$ cat src/rtl/adder_arb_pkg.sv
// rtl/adder_arb_pkg.sv - shared types and round-robin pick helper for adder_arbiter
package adder_arb_pkg;

   typedef enum logic [1:0] {
      IDLE = 2'd0,
      CALC = 2'd1,
      OUT  = 2'd2
   } state_t;

   localparam int MAX_REQ = 32;
   localparam int IDX_W   = 5;

   typedef struct packed {
      logic             found;
      logic [IDX_W-1:0] idx;
   } rr_pick_t;

   // First set bit of req scanning ptr, ptr+1, ... wrapping at nreq.
   function automatic rr_pick_t rr_next(input logic [MAX_REQ-1:0] req,
                                        input logic [IDX_W-1:0]   ptr,
                                        input int                 nreq);
      rr_pick_t p;
      int       j;
      p = '0;
      for (int i = 0; i < MAX_REQ; i++) begin
         j = int'(ptr) + i;
         if (j >= nreq) j = j - nreq;
         if (i < nreq && !p.found && req[j[IDX_W-1:0]]) begin
            p.found = 1'b1;
            p.idx   = j[IDX_W-1:0];
         end
      end
      return p;
   endfunction

endpackage

$ cat src/rtl/adder_arbiter_add.sv
// rtl/adder_arbiter_add.sv - shared combinational adder datapath
module adder_arbiter_add #(
   parameter int W = 9
) (
   input  logic [W-1:0] a,
   input  logic [W-1:0] b,
   output logic [W-1:0] sum
);

   assign sum = a + b;

endmodule

$ cat src/rtl/adder_arbiter.sv
// rtl/adder_arbiter.sv - round-robin arbiter sequencing NREQ clients onto one adder
module adder_arbiter
   import adder_arb_pkg::*;
#(
   parameter  int WIDTH = 8,
   parameter  int NREQ  = 4,
   localparam int IDW   = $clog2(NREQ)
) (
   input  logic                  clk,
   input  logic                  rst_n,
   input  logic [NREQ-1:0]       req,
   input  logic [NREQ*WIDTH-1:0] op_a,
   input  logic [NREQ*WIDTH-1:0] op_b,
   output logic [NREQ-1:0]       gnt,
   output logic                  res_valid,
   input  logic                  res_ready,
   output logic [WIDTH-1:0]      res_sum,
   output logic                  res_cout,
   output logic [IDW-1:0]        res_id,
   output logic                  busy
);

   state_t               state_q, state_d;
   logic [IDW-1:0]       ptr_q;
   logic [WIDTH-1:0]     a_q, b_q;
   logic [IDW-1:0]       id_q;
   logic [WIDTH:0]       sum_full;
   logic [MAX_REQ-1:0]   req_ext;
   rr_pick_t             pick;
   logic [IDW-1:0]       win;

   always_comb begin
      req_ext             = '0;
      req_ext[NREQ-1:0]   = req;
      pick                = rr_next(req_ext, IDX_W'(ptr_q), NREQ);
      win                 = IDW'(pick.idx);
   end

   always_comb begin
      state_d = state_q;
      case (state_q)
         IDLE:    if (pick.found) state_d = CALC;
         CALC:    state_d = OUT;
         OUT:     if (res_ready) state_d = IDLE;
         default: state_d = IDLE;
      endcase
   end

   always_ff @(posedge clk or negedge rst_n) begin
      if (!rst_n) begin
         state_q <= IDLE;
      end else begin
         state_q <= state_d;
      end
   end

   // Only the winner's operand slice is read, so X elsewhere never reaches the adder.
   always_ff @(posedge clk or negedge rst_n) begin
      if (!rst_n) begin
         gnt       <= '0;
         ptr_q     <= '0;
         a_q       <= '0;
         b_q       <= '0;
         id_q      <= '0;
         res_valid <= 1'b0;
         res_sum   <= '0;
         res_cout  <= 1'b0;
         res_id    <= '0;
      end else begin
         gnt <= '0;
         if (state_q == IDLE && pick.found) begin
            a_q   <= op_a[win*WIDTH +: WIDTH];
            b_q   <= op_b[win*WIDTH +: WIDTH];
            id_q  <= win;
            gnt   <= NREQ'(1) << win;
            ptr_q <= (win == IDW'(NREQ-1)) ? '0 : win + 1'b1;
         end
         if (state_q == CALC) begin
            res_sum   <= sum_full[WIDTH-1:0];
            res_cout  <= sum_full[WIDTH];
            res_id    <= id_q;
            res_valid <= 1'b1;
         end
         if (state_q == OUT && res_ready) begin
            res_valid <= 1'b0;
         end
      end
   end

   adder_arbiter_add #(
      .W (WIDTH + 1)
   ) u_add (
      .a   ({1'b0, a_q}),
      .b   ({1'b0, b_q}),
      .sum (sum_full)
   );

   assign busy = (state_q != IDLE);

endmodule

$ cat config.mk
export PLATFORM = sky130hd
export DESIGN_NAME = adder_arbiter
export DESIGN_NICKNAME = d
export VERILOG_FILES = /design/src/rtl/adder_arb_pkg.sv /design/src/rtl/adder_arbiter_add.sv /design/src/rtl/adder_arbiter.sv
export SDC_FILE = /design/constraint.sdc
export NUM_CORES = 1
export LEC_CHECK = 0
export ABC_AREA = 1
export CORE_UTILIZATION = 30
export DETAILED_ROUTE_END_ITERATION = 7
export PLACE_DENSITY_LB_ADDON = 0.12
export SLEW_MARGIN = 20
export SYNTH_ARGS = -nofsm -noshare
export SYNTH_HDL_FRONTEND = slang
export SYNTH_HIERARCHICAL = 1
export SYNTH_SLANG_ARGS = --single-unit
$ cat constraint.sdc
create_clock -name clk -period 3.9 [get_ports clk]
set_input_delay 0.78 -clock clk [delete_from_list [all_inputs] [get_ports clk]]
set_output_delay 0.78 -clock clk [all_outputs]
set_load 0.02 [all_outputs]
==> impl_metrics.tcl <==
set metrics [dict create \
    syn_area_um2 2968 \
    yosys_warnings 6 \
    h-tree-depth 2 \
    cpPeakStageDelay_ps 660 \
    first_pass_iters 5 \
    clockBufferDepth 2 \
    wl_per_cell_um 11.94 \
    drv_cap 0 \
    num_antenna_cells 0 \
    grt_pass1_wl_mm 13.49 \
    antenna_found_initial 0 \
    start_util_pct 31.52 \
    cts_buffers 5 \
    drive_above_1_share_pct 6.616 \
    placed_cells 650 \
    yosysSeqAreaShare_pct 32.04 \
    routed-wl-met3_um 396 \
    finalNonFillerCells 658 \
    tightest_slew_ps 831.1 \
    yosysMostFrequentCell "nand2_1" \
    nets 612 \
    hp-class "reg2reg" \
    fin_skew_ps 7.336 \
    ys.flop_type "dfrtp_1" \
    drtIter0Drc 132 \
    slew_viol_final 0 \
    io_buffers 87 \
    path_cells "inv_6 > ha_1 > inv_1 > nand3_2 > nand2_1 > nor2_1 > nand2_1 > nand3_1 > buf_4 > nand4_1 > nand2_1 > nand2_1 > nand2_1 > nand2_1 > nand2_1" \
    crit_arrival_ps 3160 \
    min_to "res_sum[3]" \
    synthDistinctLibCells 28 \
    cts_tree "built" \
    ir_drop_uv 339.9 \
    coreArea_um2 9415 \
    crit_family "simple AND/OR/NAND/NOR gates" \
    place_congestion 0.8543 \
    cpMostUsedCell "nand2_1" \
    grt_use_total_pct 16.34 \
    fin_crit_ps 2966 \
    final_antenna_net_count 0 \
    async_reset_ff_share_pct 100.0 \
    cts_post_setup_buffers_inserted 0 \
    ys_ff_latch 38 \
    hpwl_mm 6.049 \
    end_kind "flip-flop" \
    die_area_um2 10290 \
    power.leakage_nw 2.113 \
    num_rows 35 \
    grt_max_degree 39 \
    rr_endpoint "b_q[0]" \
    path_clk_slew_ps 80 \
    r2r_cells 15 \
    holdPathStages 2 \
    drc_errors 0 \
    start_kind "flip-flop" \
    final_hold_viol_count 0 \
    vias_per_cell 4.591 \
    slew_headroom_pct 44.59 \
    crit_slowest_cell "dfrtp_1" \
    cts_hold_buf 0 \
    die_y_um 101.5 \
    path_max_fanout 19 \
    clock-sinks 38 \
    fin_setup_tns_ps 0 \
    pin_count 88 \
    syn_area_per_cell_um2 6.552 \
    highest_layer "met4" \
    cp.required_ps 4090 \
    total_power_w 0.003902 \
    powerDensity_nw_per_um2 969.0 \
    wirelength_met1_mm 3.935 \
    status "completed" \
    rsz0062_at_grt "false" \
    yosys-top-cells-area "dfrtp_1 (32%), nand2_1 (27%), nand3_1 (8.1%)" \
    syn_inst 453 \
    root_buffer "clkbuf_8" \
    wl_met2_mm 3.445 \
    setup_viol_count_final 0 \
    yosysTopAreaCellShare_pct 32.04 \
    die_w_um 101.5 \
    worstSkewPairLatency_ps 290 \
    reg2reg_setup_slack_ps 930 \
    fillers 980 \
    path_class "reg2reg" \
    min_from "res_sum[3]" \
    synth-edff-count 0 \
    area_growth_pct 35.67 \
    ys_top_cells_by_count "nand2_1 (212), nand3_1 (48), dfrtp_1 (38)" \
    vias 3021 \
    ctsResizeCount 0 \
    grt_pass1_vias 2932 \
    grt-ovfl-total 0 \
    fin_crit_sh_pct 76.06 \
    timing.rr.start "ptr_q[0]" \
    fmaxAchievable_mhz 337.1 \
    synth_area_leader_cell "dfrtp_1" \
    routed_wl_mm 7.856 \
    path_buf_inv 3 \
]
worst min-delay path: cells and delay by family, from the launching register on:
kind | cells | cell delay [ps]
and+or+nand+nor | 2 | 90
DFF | 1 | 350
placed cells by master, fill, tap and decap left out:
master	instances
nor2_1	14
dfrtp_1	38
clkbuf_8	6
or2_1	2
a21oi_1	4
nand2_1	212
inv_1	29
nand4_1	33
inv_6	1
buf_2	1
nand3_1	48
o21ai_1	3
nor2_4	1
inv_2	4
conb_1	2
nand3b_1	2
o21ai_0	5
xnor2_1	2
nand2_2	7
nand3_2	6
bufinv_16	2
buf_4	5
fa_1	1
ha_1	12
xor2_1	1
xnor2_4	1
nor2_2	1
clkdlybuf4s50_1	86
worst max-delay path by stage:
stage	start	end	slack, ps	cells past startpoint
floorplan	ptr_q[0]	a_q[2]	1810	16
global placement	req[3]	b_q[0]	760	15
detailed placement	req[3]	b_q[0]	730	15
CTS	ptr_q[0]	b_q[0]	960	14
global route	ptr_q[0]	b_q[1]	710	15
finish	ptr_q[0]	b_q[0]	930	15
registers in the layout, indices dropped and copies added, names as in the netlist, 2 cells and up:
register and cells:
a_q 8, b_q 8, state_q 2, id_q 2, ptr_q 2, res_id 2
res_sum 8, gnt 4
cell type report:
| class | instances | area (um2) | area share [%] |
|---|---|---|---|
| Clock buffer | 6 | 82.58 | 2.051 |
| Inverter | 34 | 132.6 | 3.294 |
| Tap cell | 129 | 161.4 | 4.009 |
| Clock inverter | 2 | 60.06 | 1.492 |
| Multi-Input combinational cell | 357 | 1735 | 43.10 |
| Timing Repair Buffer | 92 | 903.4 | 22.44 |
| Sequential cell | 38 | 950.9 | 23.62 |
power by group:
group | switching, W | internal, W
sequential | 0.000123 | 0.000586
clock | 0.000143 | 0.000273
combinational | 0.00180 | 0.000979
total | 0.00206 | 0.00184
cells by family (layout without fill, tap and decap cells):
kind of cell | count (synthesis) | in the layout | share of synthesized area, %
compound gates | 12 | 12 | 2.023
xor+xnor | 4 | 4 | 1.813
fa+ha+maj | 13 | 13 | 5.733
buf+inv | 59 | 134 | 9.612
flops | 38 | 38 | 32.04
other cells | 1 | 2 | 0.1264
simple gates | 326 | 326 | 48.65
stage by stage:
step | cell area (um2) | util, % | setup slack [ps] | hold slack, ps
final | 4026 | 42.76 | 933.5 | 470.9
after global routing | 4026 | 42.76 | 712.9 | 505.5
after CTS | 4026 | 42.76 | 956.9 | 477.1
after detailed placement | 3884 | 41.25 | 729.9 | 458.2
after global placement | 3884 | 41.25 | 761.7 | 452.2
after floorplan | 2972 | - | 1813 | 452.8
metal layers:
layer,track usage (%),vias up
met2,25.85,101
met3,3.244,6
met5,0,-
met4,3.567,0
li1,-,1596
met1,23.00,1318
(Power assumes the default switching activity.)
